[config.mk]
export PLATFORM = sky130hd
export DESIGN_NAME = fwd_value_pipe
export DESIGN_NICKNAME = d
export VERILOG_FILES = /design/src/rtl/fwd_value_pipe.sv
export SDC_FILE = /design/constraint.sdc
export NUM_CORES = 1
export LEC_CHECK = 0
export BUFFER_PORTS_ARGS = -buffer_cell sky130_fd_sc_hd__buf_2
export CORE_UTILIZATION = 52
export CTS_BUF_LIST = sky130_fd_sc_hd__clkbuf_16
export DETAILED_ROUTE_END_ITERATION = 12
export PLACE_DENSITY = 0.86
export SLEW_MARGIN = 40
export SYNTH_ARGS = -nofsm -noshare
export SYNTH_HDL_FRONTEND = slang
export SYNTH_SLANG_ARGS = --single-unit
[constraint.sdc]
create_clock -name CLK -period 2.4 [get_ports CLK]
set_input_delay 0.48 -clock CLK [delete_from_list [all_inputs] [get_ports CLK]]
set_output_delay 0.48 -clock CLK [all_outputs]
set_load 0.005 [all_outputs]
[src/rtl/fwd_value_pipe.sv]
// Forwarding datapath: three-deep history of issued results, with a patch path for returning
// load data, resolving the 2-bit forward selects into operands and raising a load-use stall.

module fwd_opnd_mux #(
  parameter int DEPTH = 3,
  parameter int DW    = 32
) (
  input  logic [1:0]                sel,
  input  logic [DW-1:0]             reg_in,
  input  logic [DEPTH:1][4:0]       s_reg,
  input  logic [DEPTH:1][DW-1:0]    s_data,
  input  logic [DEPTH:1]            s_pend,
  output logic [DW-1:0]             val,
  output logic                      stall
);
  always_comb begin
    val   = reg_in;
    stall = 1'b0;
    // r0 is hardwired zero in the register file, so it is never forwarded
    if (sel != 2'd0 && s_reg[sel] != 5'd0) begin
      val   = s_data[sel];
      stall = s_pend[sel];
    end
  end
endmodule

module fwd_value_pipe #(
  parameter int DEPTH = 3,
  parameter int DW    = 32
) (
  input  logic          CLK,
  input  logic          RESET,
  input  logic          advance,
  input  logic          flush,
  input  logic          result_valid,
  input  logic [4:0]    result_reg,
  input  logic [DW-1:0] result_data,
  input  logic          result_is_load,
  input  logic          load_data_valid,
  input  logic [DW-1:0] load_data,
  input  logic [1:0]    EXE_A_Select,
  input  logic [1:0]    EXE_B_Select,
  input  logic [1:0]    Branch_JR_select_A,
  input  logic [1:0]    Branch_JR_select_B,
  input  logic [DW-1:0] regA_in,
  input  logic [DW-1:0] regB_in,
  output logic [DW-1:0] exe_a,
  output logic [DW-1:0] exe_b,
  output logic [DW-1:0] br_a,
  output logic [DW-1:0] br_b,
  output logic          load_use_stall
);
  localparam int NUM_OPND = 4;

  typedef struct packed {
    logic [4:0]    rg;
    logic [DW-1:0] data;
    logic          pend;
  } slot_t;

  slot_t slot_q [1:DEPTH];
  slot_t slot1_p;
  slot_t new_e;

  // Slot 1 as seen this cycle, with any returning load data already merged in
  always_comb begin
    slot1_p = slot_q[1];
    if (load_data_valid && slot_q[1].pend) begin
      slot1_p.data = load_data;
      slot1_p.pend = 1'b0;
    end
  end

  always_comb begin
    new_e = '0;
    if (!flush) begin
      new_e.rg   = result_valid ? result_reg : 5'd0;
      new_e.data = result_data;
      new_e.pend = result_valid & result_is_load;
    end
  end

  always_ff @(posedge CLK or negedge RESET) begin
    if (!RESET) begin
      for (int k = 1; k <= DEPTH; k++) slot_q[k] <= '0;
    end else if (advance) begin
      for (int k = DEPTH; k > 2; k--) slot_q[k] <= slot_q[k-1];
      slot_q[2] <= slot1_p;
      slot_q[1] <= new_e;
    end else begin
      slot_q[1] <= slot1_p;
    end
  end

  logic [DEPTH:1][4:0]    s_reg;
  logic [DEPTH:1][DW-1:0] s_data;
  logic [DEPTH:1]         s_pend;

  always_comb begin
    s_reg[1]  = slot1_p.rg;
    s_data[1] = slot1_p.data;
    s_pend[1] = slot1_p.pend;
    for (int k = 2; k <= DEPTH; k++) begin
      s_reg[k]  = slot_q[k].rg;
      s_data[k] = slot_q[k].data;
      s_pend[k] = slot_q[k].pend;
    end
  end

  logic [NUM_OPND-1:0][1:0]    sel_vec;
  logic [NUM_OPND-1:0][DW-1:0] rin_vec;
  logic [NUM_OPND-1:0][DW-1:0] out_vec;
  logic [NUM_OPND-1:0]         stall_vec;

  assign sel_vec = {Branch_JR_select_B, Branch_JR_select_A, EXE_B_Select, EXE_A_Select};
  assign rin_vec = {regB_in, regA_in, regB_in, regA_in};

  genvar g;
  generate
    for (g = 0; g < NUM_OPND; g++) begin : g_mux
      fwd_opnd_mux #(.DEPTH(DEPTH), .DW(DW)) u_mux (
        .sel    (sel_vec[g]),
        .reg_in (rin_vec[g]),
        .s_reg  (s_reg),
        .s_data (s_data),
        .s_pend (s_pend),
        .val    (out_vec[g]),
        .stall  (stall_vec[g])
      );
    end
  endgenerate

  assign exe_a          = out_vec[0];
  assign exe_b          = out_vec[1];
  assign br_a           = out_vec[2];
  assign br_b           = out_vec[3];
  assign load_use_stall = |stall_vec;
endmodule

---- Yosys cells after proc, flatten, opt, wreduce, memory -nomap -nowiden ----
Index checks and enable logic that the tools add are counted.
storage, ports and cells
  register bits ........................... 114
  output and inout bits ................... 129
  bits of input ports ..................... 148
  logic and storage cells ................. 64
cells by class
  $lt $le $gt $ge ......................... 4
  multiplexer cells ....................... 36
  bitwise logic cells ..................... 1
  reduce and logical (&&, ||, !) cells .... 14
operators by type and width
  cell                                                         number
  binary-select mux 32 bit (select 2 bit)                      4
  two-way mux 32 bit                                           8
  two-way mux 33 bit                                           2
  binary-select mux 5 bit (select 2 bit)                       4
  two-way mux 38 bit                                           1
  two-way mux 5 bit                                            5
  nonzero test 5 bit                                           4
  less-than comparator 2 x 3 -> 1 bit (second input constant)  4
  binary-select mux 1 bit (select 2 bit)                       4
  two-way mux 1 bit                                            8
  nonzero test 2 bit                                           4
  logical AND 1 bit                                            5
  OR reduction 4 bit                                           1
  AND 1 bit                                                    1

---- Logic depth before layout (Yosys ltp) ----
Gate-level depths: netlist of run 1.
  word-level depth ........................ 6
  mapped depth ............................ 8
  mapped depth without buffers ............ 5

---- Hierarchy ----
Synthesis of run 1 repeated with hierarchy kept, for this count alone.
unflattened totals
  cell total of the unflattened synthesis .. 1006
  area, all modules ....................... 10995.5 sq um
by module, submodules not included
  module          seq. area each (sq um)  area an instance (sq um)  times used  cells an instance
  fwd_value_pipe  2852.7                  5870.6                    1           518
  fwd_opnd_mux    0.0                     1281.2                    4           122

---- Worst setup path after synthesis of run 1 ----
No wires, ideal clock.
  kind .................................... input to output
  from .................................... input Branch_JR_select_B[1]
  to ...................................... output load_use_stall
  arrival time ............................ 1688 ps
  path buffers ............................ 2
  slack ................................... 232 ps
  cell stages on the path ................. 7
  data required time ...................... 1920 ps
  cell sequence ........................... buf_2 > nor4_1 > nand3_1 > a32oi_1 > buf_4 > nor2_1 > a211o_1
between the ends
  cells in the longest elaborated chain, start to end .. 6
  elaborated cells between the ends (all ways) .. 9
  those cells by class .................... 5 x mux; 4 x reduce/logical
RTL lines
  what                                     line  RTL
  from (decl)                              44    input logic [1:0] Branch_JR_select_B,
  binary-select mux 5 bit (select 2 bit)   20    if (sel != 2'd0 && s_reg[sel] != 5'd0) begin
  two-way mux 5 bit (implied by the code)  20
  nonzero test 5 bit                       20
  logical AND 1 bit                        20
  two-way mux 1 bit *                      20
  OR reduction 4 bit *                     137   assign load_use_stall = |stall_vec;
  to (decl)                                51    output logic load_use_stall
Every way passes the cells marked *; elsewhere a longest branch is shown, timed or not. The select of a mux whose other input is x is not followed.

---- Worst setup path after layout of run 1 ----
  from .................................... register slot_q[76] (netlist bit)
  to ...................................... output br_a[21]
between the ends
  cells in the longest elaborated chain, start to end .. 5
RTL lines
  what                                      line  RTL
  from (decl)                               61    slot_t slot_q [1:DEPTH];
  logical AND 1 bit                         68    if (load_data_valid && slot_q[1].pend) begin
  two-way mux 33 bit                        68
  binary-select mux 32 bit (select 2 bit)   21    val = s_data[sel];
  two-way mux 32 bit (implied by the code)  21
  two-way mux 32 bit                        20
  to (decl)                                 49    output logic [DW-1:0] br_a,
No other way between the ends. The select of a mux whose other input is x is not followed.

==> metrics.json, run 1 <==
{
  "relSlewSlack": 0.537,
  "flip_flop_count_of_the_largest_register_after_layout": 64,
  "dr.pass1.iters": 7,
  "synthCells": 1160,
  "grt_util_all_layers": 0.411,
  "final_min_period_ps": 2900,
  "synth_top_cells_by_count": "202 x nand2_1, 198 x nor2_1, 192 x o21ai_0",
  "ff2ff_setup_slack_ps": 800,
  "yosys-top-cells-area": "dfrtp_1 34%, o21ai_0 11%, nand2_1 9.0%, nor2_1 8.9%, mux2i_1 7.6%",
  "worst_slack_setup_final_ps": -496,
  "yosysWarnings": 0,
  "ir_worst_vdd_mv": 0.550,
  "power-per-cell-area_nw_per_um2": 697,
  "synth.cell_area_um2": 8380,
  "arrival_ps": 2420,
  "antenna_violations_before_repair": 1,
  "worstPathMaxFanout": 8,
  "tritoncts_buffers": 17,
  "syn_area_per_cell_um2": 7.23,
  "nNetsFinal": 1642,
  "synth_top_area_frac": 0.340,
  "sequential_cell_area_um2": 2850,
  "first_global_vias": 9912,
  "drtAntennaViolNets": 0,
  "groute.layer.met2.usage": 0.671,
  "detailedRoute.firstIterationViolations": 1577,
  "die-area_um2": 16600,
  "post-dp-hpwl_mm": 21.0,
  "post_route_cells_drive_above_1_share": 0.388,
  "worstSetupStartpointType": "flop",
  "post_layout_nonfiller_instances": 1724,
  "drv_cap": 0,
  "synth_ff_type": "dfrtp_1",
  "tritoncts_num_sinks": 114,
  "area.growth.synth_to_final_pct": 49.9,
  "ys_ff_latch": 114,
  "wirelength_mm": 36.6,
  "groute.layer.met3.usage": 0.0873,
  "worst_r2r_endpoint": "slot_q[82]",
  "overflow": 0,
  "wl_per_cell_um": 21.3,
  "place.port_buffers": 276,
  "synth_seq_area_share": 0.340,
  "timing.final.max_slew_violations": 0,
  "worstSetupEndpointType": "output pin",
  "cts_htree_levels": 4,
  "ctsLongestPathBuffers": 2,
  "gp_congestion": 0.947,
  "multiInputGateArea_um2": 5540,
  "synth-edff-count": 0,
  "drcViolationCount": 0,
  "tritoncts": "built",
  "grt_setup_unrepaired": "yes",
  "report.final.hold_viol_count": 0,
  "most_frequent_cell_after_synthesis": "nand2_1",
  "fin_skew_ps": 12.0,
  "run_status": "finished, violations left",
  "netlist.top_cell.by_area": "dfrtp_1",
  "clock_latency_ps": 420,
  "p_leak_uw": 0.00611,
  "clk_pin_slew_ps": 60,
  "drt-vias-per-instance": 6.38,
  "ff2ff_path_depth": 6,
  "synthesis.nets": 1308,
  "reg_to_reg_startpoint": "slot_q[76]",
  "grt_max_degree": 115,
  "yosys.cell_types.count": 28,
  "routed-via-count": 11002,
  "totalPowerFinal_uw": 8760,
  "fillCellCount": 980,
  "cts_root_buf": "clkbuf_16",
  "timing.final.setup_violations": 129,
  "async_reset_ff_frac": 1.00,
  "floorplan.die.width_um": 129,
  "fraction_of_met1_tracks_used_by_global_routing": 0.501,
  "rows": 46,
  "maxClockFrequency_mhz": 345,
  "core_um2": 15800,
  "violations": "setup timing",
  "die_height_um": 129,
  "final_min_period_over_clock_period": 1.21,
  "ios": 277,
  "hold_path_class": "input pin to asynchronous set/reset pin",
  "worst_setup_slack_after_placement_ps": -113,
  "dp.cells": 1643,
  "initial_utilization": 0.530,
  "grt-busiest-layer": "met2",
  "setup.worst_path.class": "flop to output pin",
  "grt_first_pass_wirelength_mm": 51.7,
  "startpoint": "slot_q[76]",
  "worstPathRequired_ps": 1920,
  "tightestPinTransition_ps": 695,
  "critical_path.endpoint": "br_a[21]"
}
[layer usage]
metal	wire, um	vias to the layer above
met2	17000	954
met1	12900	5057
met4	2280	0
li1	-	4765
met3	4430	226
met5	0	-
[worst max-delay path, stage by stage (launching register included)]
cell and delay, ps:
dfrtp_1 410, nand2_4 120, buf_12 160, mux2i_1 200, buf_4 160, o21ai_0 130
a221oi_1 530, nor2_1 120, buf_2 150
[logic make-up after synthesis]
| family | synth area share |
|---|---|
| AND/OR/NAND/NOR | 0.192 |
| AO/OA/AOI/OAI | 0.296 |
| buffers and inverters | 0.0731 |
| flip-flops | 0.340 |
| multiplexers | 0.0993 |
[layout make-up]
type                    count  area share
inverters                  37      0.0111
diodes                      1    0.000199
flip-flops and latches    114       0.227
well taps                 216      0.0215
repair buffers            424       0.247
clock inverters            15      0.0178
clock buffers              17      0.0339
multi-input cells         900       0.441
[report_power, final]
group	internal [uW]	switching (uW)
clock network	1920	919
registers	2130	251
logic	1630	1910
total	5680	3080
[placed cells by master (no fill, tap or decap), types with 41 or more instances in the layout]
master	n
buf_2	274
nand2_1	179
nor2_1	178
o21ai_0	157
dfrtp_1	114
buf_4	93
a22oi_1	63
a21oi_1	59
mux2i_1	58
inv_1	41
a221oi_1	41
[how the worst min path moves through the flow]
stage / from / to / cells past startpoint
2_1_floorplan: RESET / s_data[32] / 0
3_3_place_gp: s_reg[11] / s_reg[11] / 1
3_5_place_dp: s_reg[13] / s_reg[13] / 1
4_1_cts: RESET / s_data[60] / 2
5_1_grt: RESET / s_data[60] / 2
6_report: RESET / slot_q[105] / 2
[repair_timing]
item | in CTS | in global routing
setup endpoints to repair | 129 | 129
gates cloned | 10 | 5
buffers inserted | 26 | 14
pin swaps | 23 | 57
hold buffers | 0 | 0
resized for setup | 82 | 123
hold endpoints to repair | 0 | 0
[per-stage QoR]
stage	cell area (um2)	TNS, ps	hold slack (ps)	utilization
2_1_floorplan	8380	0	184	-
3_3_place_gp	10600	-1400	492	0.670
3_5_place_dp	10600	-2400	498	0.670
4_1_cts	12100	-39370	182	0.765
5_1_grt	12600	-63140	196	0.794
6_report	12600	-47370	81.4	0.794
No activity file was read; power rests on OpenSTA's default activity.
==> run 2, diff against run 1 <==
- CELL_PAD_IN_SITES_DETAIL_PLACEMENT: default -> 1
- CELL_PAD_IN_SITES_GLOBAL_PLACEMENT: default -> 2
- CORE_UTILIZATION: 52 -> 28
==> run 2 against run 1 <==
  * The flow still finishes with violations (setup timing)
  * Clock skew hardly changed
  * Sequential cell count unchanged
  * Critical path type unchanged
  * Register-to-register slack got worse by 40 ps
  * Fmax is 0.47% lower
  * Hold slack lost 24 ps
  * Combinational power rose by 16%
  * Core utilization down 32 points
  * Power up 1.5%
  * Sequential share of layout area decreased by 1.9 points
  * Die area is 84% higher
==> metrics.json, run 2 (synthesized netlist as in run 1, its figures left out) <==
{
  "cts_root_buf": "clkbuf_16",
  "die-area": {"value": 30600, "unit": "um2", "change": "+84%"},
  "timing.final.setup_violations": {"value": 129, "change": "unchanged"},
  "fin_skew": {"value": 12.0, "unit": "ps", "change": "+0.0245 ps"},
  "hold_ws": {"value": 57.8, "unit": "ps", "change": "-23.6 ps"},
  "worstSetupEndpointType": "output pin",
  "worstPathMaxFanout": {"value": 8, "change": "unchanged"},
  "area.growth.synth_to_final_pct": 63.7,
  "rows": {"value": 62, "change": "+35%"},
  "arrival": {"value": 2430, "unit": "ps", "change": "about the same"},
  "postCtsHoldBufs": {"value": 0, "change": "unchanged"},
  "core": {"value": 29100, "unit": "um2", "change": "+84%"},
  "report.final.hold_viol_count": {"value": 0, "change": "unchanged"},
  "post_route_cells_drive_above_1_share": {"value": 0.468, "change": "+0.0793"},
  "gp_congestion": {"value": 0.825, "change": "-13%"},
  "cts_htree_levels": {"value": 4, "change": "unchanged"},
  "ir_worst_vdd": {"value": 0.451, "unit": "mV", "change": "-18%"},
  "wirelength": {"value": 43.7, "unit": "mm", "change": "+19%"},
  "tritoncts_buffers": {"value": 17, "change": "unchanged"},
  "p_leak": {"value": 0.00641, "unit": "uW", "change": "+5.0%"},
  "drcViolationCount": {"value": 0, "change": "unchanged"},
  "relSlewSlack": {"value": 0.569, "change": "+0.0324"},
  "tritoncts": "built",
  "power-per-cell-area": {"value": 648, "unit": "nW/um2", "change": "-7.1%"},
  "worst_setup_slack_after_placement": {"value": -239, "unit": "ps", "change": "-126 ps"},
  "maxClockFrequency": {"value": 344, "unit": "MHz", "change": "-0.47%"},
  "tritoncts_num_sinks": {"value": 114, "change": "unchanged"},
  "clk_pin_slew": {"value": 60, "unit": "ps", "change": "about the same"},
  "crit_path_max_incr_delay": {"value": 430, "unit": "ps", "change": "-100 ps"},
  "detailedRoute.firstIterationViolations": {"value": 739, "change": "-53%"},
  "ctsLongestPathBuffers": {"value": 2, "change": "unchanged"},
  "nNetsFinal": {"value": 1675, "change": "+2.0%"},
  "flip_flop_count_of_the_largest_register_after_layout": {"value": 64, "change": "unchanged"},
  "overflow": {"value": 0, "change": "unchanged"},
  "hold_path_class": "input pin to asynchronous set/reset pin",
  "fillCellCount": {"value": 3525, "change": "+260%"},
  "grt_util_all_layers": {"value": 0.267, "change": "-0.144"},
  "setup.worst_path.class": "flop to output pin",
  "violations": "setup timing",
  "routed-via-count": {"value": 10591, "change": "-3.7%"},
  "layout.cells.most_common": "buf_2",
  "dr.pass1.iters": {"value": 5, "change": "-2"},
  "final_min_period": {"value": 2910, "unit": "ps", "change": "+13.6 ps"},
  "final_core_util": {"value": 0.472, "change": "-0.322"},
  "grt_max_degree": {"value": 91, "change": "-21%"},
  "critical-path-top-cell-by-count": "buf_12",
  "post-dp-hpwl": {"value": 27.7, "unit": "mm", "change": "+31%"},
  "clock_latency": {"value": 430, "unit": "ps", "change": "about the same"},
  "grt_setup_unrepaired": "yes",
  "wl_per_cell": {"value": 22.7, "unit": "um", "change": "+6.7%"},
  "run_status": "finished, violations left",
  "worstSetupStartpointType": "flop",
  "timing.final.max_slew_violations": {"value": 0, "change": "unchanged"},
  "worst_slack_setup_final": {"value": -510, "unit": "ps", "change": "-13.6 ps"},
  "detailed_place.area": {"value": 11000, "unit": "um2", "change": "+3.7%"},
  "final_min_period_over_clock_period": {"value": 1.21, "change": "+0.00567"},
  "place.port_buffers": {"value": 276, "change": "unchanged"},
  "drv_cap": {"value": 0, "change": "unchanged"},
  "die_height": {"value": 175, "unit": "um", "change": "+36%"},
  "grt_first_pass_wirelength": {"value": 62.9, "unit": "mm", "change": "+22%"},
  "cp_slowest_cell": "dfrtp_1",
  "crit_path_cell_trace": "buf_6 > nor4_4 > nand3_2 > a32oi_4 > buf_12 > buf_12 > buf_12 > nand2_2 > o21ai_1 > buf_2",
  "final_cell_mix": "273 x buf_2, 171 x nand2_1, 149 x nor2_1, 148 x o21ai_0, 114 x dfrtp_1",
  "drt-vias-per-instance": {"value": 5.49, "change": "-14%"},
  "worstPathRequired": {"value": 1920, "unit": "ps", "change": "about the same"},
  "floorplan.die.width": {"value": 175, "unit": "um", "change": "+36%"},
  "tightestPinTransition": {"value": 647, "unit": "ps", "change": "-48.5 ps"},
  "first_global_vias": {"value": 10814, "change": "+9.1%"},
  "ios": {"value": 277, "change": "unchanged"},
  "antenna_violations_before_repair": {"value": 4, "change": "+3"},
  "post-route-cell-area": {"value": 13700, "unit": "um2", "change": "+9.3%"},
  "initial_utilization": {"value": 0.288, "change": "-0.241"},
  "drtAntennaViolNets": {"value": 0, "change": "unchanged"}
}
## run 2: cell types whose count changed in the layout (fill, tap and decap cells not counted), moves of 17 or more
cell,delta
a21oi_2,+17
a221oi_1,-32
nor2_1,-29
nor2_4,+25
a21oi_1,-18
a221oi_2,+26
buf_4,+19
## run 2: final cells by class
class	instances	area [um2]	area share
Clock inverter	15	111	0.00811
Timing Repair Buffer	457	3470	0.253
Antenna cell	4	10.0	0.000729
Multi-Input combinational cell	900	6230	0.454
Clock buffer	17	425	0.0310
Tap cell	384	480	0.0350
Inverter	37	139	0.0101
Sequential cell	114	2850	0.208
## run 2: stage by stage
stage	cells	total power (uW)	TNS, ps
final	1928	8890	-47470
after global routing	1928	9310	-60140
after CTS	1889	8230	-49220
after detailed placement	1832	5320	-7970
after global placement	1832	5240	-4060
after floorplan	1160	3740	0
## run 2: repair_timing
item / CTS / global route
setup endpoints to repair: 129 / 129
cloned: 5 / 9
pin swaps: 42 / 88
gates resized for setup: 133 / 230
buffers inserted: 20 / 31
## run 2: where the power goes
part           switching [uW]  internal [uW]  total (uW)
combinational            2200           1920        4120
clock                    1060           1320        2380
sequential                263           2120        2390
## run 2: path summary, 6_finish.rpt
check	from	to	slack, ps	cells past startpoint
max	s_reg[1]	br_b[3]	-510	10
min	RESET	s_data[63]	60	1
max reg2reg	slot_q[76]	s_data[42]	760	7
min reg2reg	s_reg[11]	s_reg[11]	520	1
max in group asynchronous	RESET	slot_q[91]	1570	2
min in group CLK	result_data[25]	slot_q[102]	260	3
## run 2: metal layers
metal | GRT usage | vias to the layer above | share of wire
li1 | - | 4855 | -
met1 | 0.336 | 5298 | 0.43
met2 | 0.454 | 362 | 0.50
met3 | 0.0455 | 76 | 0.046
met4 | 0.0996 | 0 | 0.029
met5 | 0 | - | 0
## run 2: critical path, delay by kind of cell (launching register included)
family | cells | cell delay (ps)
buffers and inverters | 5 | 760
flip-flops | 1 | 430
AND/OR/NAND/NOR | 3 | 420
AO/OA/AOI/OAI | 2 | 370
